===== config.mk =====
export PLATFORM = sky130hd
export DESIGN_NAME = uart_tx
export DESIGN_NICKNAME = d
export VERILOG_FILES = /design/src/rtl/uart_pkg.sv /design/src/rtl/uart_tx_fifo.sv /design/src/rtl/uart_tx.sv
export SDC_FILE = /design/constraint.sdc
export NUM_CORES = 1
export LEC_CHECK = 0
export BUFFER_PORTS_ARGS = -buffer_cell sky130_fd_sc_hd__buf_4
export CAP_MARGIN = 15
export CELL_PAD_IN_SITES_DETAIL_PLACEMENT = 0
export CELL_PAD_IN_SITES_GLOBAL_PLACEMENT = 1
export CORE_MARGIN = 2
export CORE_UTILIZATION = 49
export CTS_CLUSTER_SIZE = 16
export DETAILED_ROUTE_END_ITERATION = 7
export PLACE_DENSITY_LB_ADDON = 0.1
export SLEW_MARGIN = 20
export SYNTH_ARGS = -nofsm -noshare
export SYNTH_HDL_FRONTEND = slang
export SYNTH_SLANG_ARGS = --single-unit
export TNS_END_PERCENT = 10

===== constraint.sdc =====
create_clock -name clk -period 3.4 [get_ports clk]
set_clock_uncertainty 0.05 [all_clocks]
set_input_delay 0.51 -clock clk [delete_from_list [all_inputs] [get_ports clk]]
set_output_delay 0.51 -clock clk [all_outputs]
set_load 0.03 [all_outputs]

===== src/rtl/uart_pkg.sv =====
// UART shared definitions: frame length, tx FSM states, default baud divisor.
// FRAME_BITS grows to 11 when UART_TX_PARITY_EN is defined.
package uart_pkg;

`ifdef UART_TX_PARITY_EN
  localparam int FRAME_BITS = 11;
`else
  localparam int FRAME_BITS = 10;
`endif

  localparam int BAUD_DIV_DEF = 868;

  typedef enum logic {
    IDLE  = 1'b0,
    SHIFT = 1'b1
  } tx_state_t;

endpackage


===== src/rtl/uart_tx_fifo.sv =====
// Byte holding FIFO for the UART transmitter.
// Pointers wrap naturally; count is one bit wider than the pointers.
module uart_tx_fifo #(
  parameter int FIFO_DEPTH = 4
) (
  input  logic       clk,
  input  logic       rst,
  input  logic       push,
  input  logic [7:0] din,
  input  logic       pop,
  output logic [7:0] dout,
  output logic       empty,
  output logic       full
);

  localparam int AW = $clog2(FIFO_DEPTH);
  localparam int CW = AW + 1;

  logic [7:0]    mem [FIFO_DEPTH];
  logic [AW-1:0] wr_ptr;
  logic [AW-1:0] rd_ptr;
  logic [CW-1:0] count;
  logic          wr_en;
  logic          rd_en;

  assign empty = (count == '0);
  assign full  = (count == CW'(FIFO_DEPTH));
  assign dout  = mem[rd_ptr];

  // a pop in the same cycle frees the slot a full push needs
  assign wr_en = push & (~full | pop);
  assign rd_en = pop & ~empty;

  // storage array, no reset needed
  always_ff @(posedge clk) begin
    if (wr_en) mem[wr_ptr] <= din;
  end

  // pointers and occupancy
  always_ff @(posedge clk) begin
    if (rst) begin
      wr_ptr <= '0;
      rd_ptr <= '0;
      count  <= '0;
    end else begin
      if (wr_en) wr_ptr <= wr_ptr + 1'b1;
      if (rd_en) rd_ptr <= rd_ptr + 1'b1;
      unique case ({wr_en, rd_en})
        2'b10:   count <= count + 1'b1;
        2'b01:   count <= count - 1'b1;
        default: count <= count;
      endcase
    end
  end

endmodule


===== src/rtl/uart_tx.sv =====
// UART transmitter: FIFO-fed, start + 8 data (LSB first) + stop.
// Define UART_TX_PARITY_EN for an even/odd parity bit and parity_odd port.
module uart_tx
  import uart_pkg::*;
#(
  parameter int BAUD_DIV   = BAUD_DIV_DEF,
  parameter int FIFO_DEPTH = 4
) (
  input  logic       clk,
  input  logic       rst,
  input  logic [7:0] tx_data,
  input  logic       trmt,
  input  logic       clr_done,
`ifdef UART_TX_PARITY_EN
  input  logic       parity_odd,
`endif
  output logic       TX,
  output logic       tx_done,
  output logic       busy,
  output logic       full,
  output logic       ovf
);

  localparam int SR_W = FRAME_BITS;
  localparam logic [9:0] BAUD_MAX = 10'(BAUD_DIV - 1);
  localparam logic [3:0] BIT_LAST = 4'(FRAME_BITS - 1);

  tx_state_t     state;
  logic [SR_W-1:0] shift_reg;
  logic [SR_W-1:0] load_val;
  logic [9:0]    baud_cnt;
  logic [3:0]    bit_cnt;
  logic [7:0]    dout;
  logic          empty;
  logic          pop;
  logic          baud_wrap;
  logic          frame_end;
  logic          end_q;
  logic          ovf_set;

  uart_tx_fifo #(
    .FIFO_DEPTH(FIFO_DEPTH)
  ) u_fifo (
    .clk  (clk),
    .rst  (rst),
    .push (trmt),
    .din  (tx_data),
    .pop  (pop),
    .dout (dout),
    .empty(empty),
    .full (full)
  );

`ifdef UART_TX_PARITY_EN
  assign load_val = {1'b1, ^dout ^ parity_odd, dout, 1'b0};
`else
  assign load_val = {1'b1, dout, 1'b0};
`endif

  // last baud tick of the stop bit ends the frame
  assign baud_wrap = (state == SHIFT) && (baud_cnt == BAUD_MAX);
  assign frame_end = baud_wrap && (bit_cnt == BIT_LAST);
  assign pop = ~empty & ((state == IDLE) | frame_end);
  assign ovf_set = trmt & full & ~pop;

  // TX is registered, so the line stays busy through end_q
  assign busy = (state != IDLE) | ~empty | end_q;

  // frame FSM with baud and bit counters
  always_ff @(posedge clk) begin
    if (rst) begin
      state     <= IDLE;
      shift_reg <= '1;
      baud_cnt  <= '0;
      bit_cnt   <= '0;
    end else if (pop) begin
      state     <= SHIFT;
      shift_reg <= load_val;
      baud_cnt  <= '0;
      bit_cnt   <= '0;
    end else if (frame_end) begin
      state    <= IDLE;
      baud_cnt <= '0;
      bit_cnt  <= '0;
    end else if (state == SHIFT) begin
      if (baud_wrap) begin
        baud_cnt  <= '0;
        shift_reg <= {1'b1, shift_reg[SR_W-1:1]};
        bit_cnt   <= bit_cnt + 4'd1;
      end else begin
        baud_cnt <= baud_cnt + 10'd1;
      end
    end
  end

  // serial line output register
  always_ff @(posedge clk) begin
    if (rst) TX <= 1'b1;
    else     TX <= (state == SHIFT) ? shift_reg[0] : 1'b1;
  end

  // sticky flags; a set beats a same-cycle clear
  always_ff @(posedge clk) begin
    if (rst) begin
      end_q   <= 1'b0;
      tx_done <= 1'b0;
      ovf     <= 1'b0;
    end else begin
      end_q <= frame_end;
      if (end_q)         tx_done <= 1'b1;
      else if (clr_done) tx_done <= 1'b0;
      if (ovf_set)       ovf <= 1'b1;
      else if (clr_done) ovf <= 1'b0;
    end
  end

endmodule


==> results.ini <==
[final_layout]
fin_nets=266
fillers=489
drive_above_1_share_pct=21.6
syn_to_final_growth_pct=11.6
diodes=0
largest_register_ff_count=32

[sta]
fin_setup_tns_ns=0
slew_viol_final=0
fmax_ghz=0.333
finalSetupViolations=0
period_share_pct=88.2
min_period_ns=3.00
setup_ws_ns=0.401
slew_headroom_pct=40.7
tightest_slew_ns=0.883
rsz0062_at_grt=false
finalHoldViolations=0

[synthesis]
syn-instance-count=223
avgSynthCellArea_um2=12.9
async_flop_share_pct=0
yosys-top-cells-count=dfxtp_1 (37), edfxtp_1 (32), nor2_1 (30)
synth.area.top_cells=edfxtp_1 (33%), dfxtp_1 (26%), mux4_2 (6.3%), nor2_1 (3.9%), ha_1 (3.5%)
synthFlopType=dfxtp_1
synth_nets=244
yosys_warnings=0
synth.most_common_cell=dfxtp_1
synth_cell_types=44
synth.top_cell.area_share_pct=33.4
yosysSeqAreaShare_pct=59.2
yosys.area.top_type=edfxtp_1
ys_seq_elements=69
synth_edf_count=32
synth_area_um2=2870

[placed_design]
gp_congestion=0.712
portBuffers=16
place_ws_ns=0.402
hpwl_um=3650

[clock_network]
cts_resized=0
clkLatencyLatePin_ns=0.34
clockBufferDepth=2
h-tree-depth=3
root_buffer=clkbuf_8
cts_buffers=9
cts-hold-fix-buffers=0
cts.sinks=69
postCtsSetupBuffers=0
tritoncts=built
clkTransAtPathRegs_ns=0.07

[die]
io-pin-count=17
dieArea_um2=6490
die_x_um=80.6
core_area_um2=5570
rows=27
die_h_um=80.6
start_util_pct=51.5

[detailed_routing]
wire_per_inst_um=15.8
vias=1693
ant_nets=0
drtIter0Drc=75
vias_per_cell=5.26
drt_first_pass_iters=4
totalWireLength_um=5080
route.detailed.drc=0

[power]
p_total_mw=2.31
power_leakage_nw=1.12
ir_drop_uv=494
cellPowerDensity_nw_per_um2=719

[critical_path]
critPathBufInv=1
crit_path_top_delay_cell=or4b_4
cp.arrival_ns=3.22
cp_max_fo=4
cpPeakStageDelay_ns=0.57
r2r_cells=9
setup.worst_path.class=flip-flop to flip-flop
ff2ff_setup_slack_ns=0.40
r2r_end=u_fifo.count[2]$_SDFFE_PP0P_
endpoint_kind=flip-flop
cp_data_required_time_ns=3.62
crit_chain=or4b_4 -> or4_4 -> a21oi_4 -> ha_1 -> inv_1 -> fa_1 -> xor2_1 -> or3_1 -> a21oi_1
reg2reg_from=baud_cnt[3]$_SDFFE_PP0P_
crit_family=simple AND/OR/NAND/NOR gates
cp-start-kind=flip-flop

[grt]
antenna_found_initial=0
grt_max_degree=20
grt_use_met1_pct=20.7
use_met2_pct=32.4
track_usage_pct=18.3
grt-ovfl-total=0
grt_pass1_vias=1833
grt_pass1_wl_um=8670
grt_use_met3_pct=5.84
busiest_layer=met2

[run]
maxCapViolCount=0

[run_status]
status=finished clean

[min_path]
min_path_type=primary input to flip-flop
whs_endpoint=u_fifo.mem[2][5]$_DFFE_PP_
min_path_cells=1
hold_path_startpoint=tx_data[5]

[placed cells by master, fill, tap and decap left out, types with 7 or more instances in the layout]
| cell | instances |
|---|---|
| nand2_1 | 12 |
| nor2_1 | 30 |
| clkbuf_8 | 9 |
| a21oi_1 | 8 |
| ha_1 | 8 |
| xor2_1 | 7 |
| inv_1 | 10 |
| xnor2_1 | 9 |
| mux4_2 | 8 |
| edfxtp_1 | 32 |
| buf_4 | 18 |
| dfxtp_1 | 37 |
[kinds of logic after synthesis]
kind of cell	count (synthesis)	synth area share [%]
AOI/OAI and AO/OA	23	6.27
adders and majority gates	9	4.18
muxes	15	8.97
xor gates and xnor gates	16	4.88
and+or+nand+nor	74	13.1
buffers and inverters	17	3.35
DFF	69	59.2
[routing by layer]
layer / vias up / share of wire, %
li1: 843 / -
met1: 816 / 44
met2: 27 / 51
met3: 7 / 3.4
met4: 0 / 1.4
met5: - / 0
[final cells by class]
type	count	area, µm²	area share (%)
Tap cell	72	90.1	2.81
Clock inverter	7	42.5	1.33
Inverter	10	37.5	1.17
Sequential cell	69	1700	53.1
Multi-Input combinational cell	137	1070	33.5
Timing Repair Buffer	18	135	4.22
Clock buffer	9	124	3.86
[through the flow]
| step | util [%] | area [µm²] | hold slack [ns] | instances |
|---|---|---|---|---|
| after floorplan | - | 2870 | 0.369 | 223 |
| after global placement | 54.5 | 3040 | 0.380 | 306 |
| after detailed placement | 54.5 | 3040 | 0.387 | 306 |
| after CTS | 57.5 | 3210 | 0.309 | 322 |
| after global routing | 57.5 | 3210 | 0.305 | 322 |
| final | 57.5 | 3210 | 0.316 | 322 |
[worst reg2reg max path, delay by kind of cell, from the launching register on]
kind	cells	cell delay, ns
xor+xnor	1	0.16
compound gates	2	0.31
simple gates	3	1.44
flops	1	0.34
buf+inv	1	0.06
fa+ha+maj	2	0.57
[power breakdown]
| group | switching (mW) | total (mW) | internal (mW) |
|---|---|---|---|
| clock | 0.300 | 0.558 | 0.259 |
| sequential | 0.0889 | 1.08 | 0.987 |
| combinational | 0.357 | 0.672 | 0.315 |
[how the worst max path moves through the flow]
stage | to | cells after the start | startpoint | slack [ns]
2_1_floorplan | u_fifo.count[2]$_SDFFE_PP0P_ | 9 | baud_cnt[3]$_SDFFE_PP0P_ | 0.37
3_3_place_gp | u_fifo.count[2]$_SDFFE_PP0P_ | 9 | baud_cnt[3]$_SDFFE_PP0P_ | 0.48
3_5_place_dp | u_fifo.count[2]$_SDFFE_PP0P_ | 9 | baud_cnt[3]$_SDFFE_PP0P_ | 0.40
4_1_cts | u_fifo.count[2]$_SDFFE_PP0P_ | 9 | baud_cnt[3]$_SDFFE_PP0P_ | 0.40
5_1_grt | u_fifo.count[2]$_SDFFE_PP0P_ | 9 | baud_cnt[3]$_SDFFE_PP0P_ | 0.30
6_report | u_fifo.count[2]$_SDFFE_PP0P_ | 9 | baud_cnt[3]$_SDFFE_PP0P_ | 0.40
Note: power is estimated with default switching activity, not from simulation.
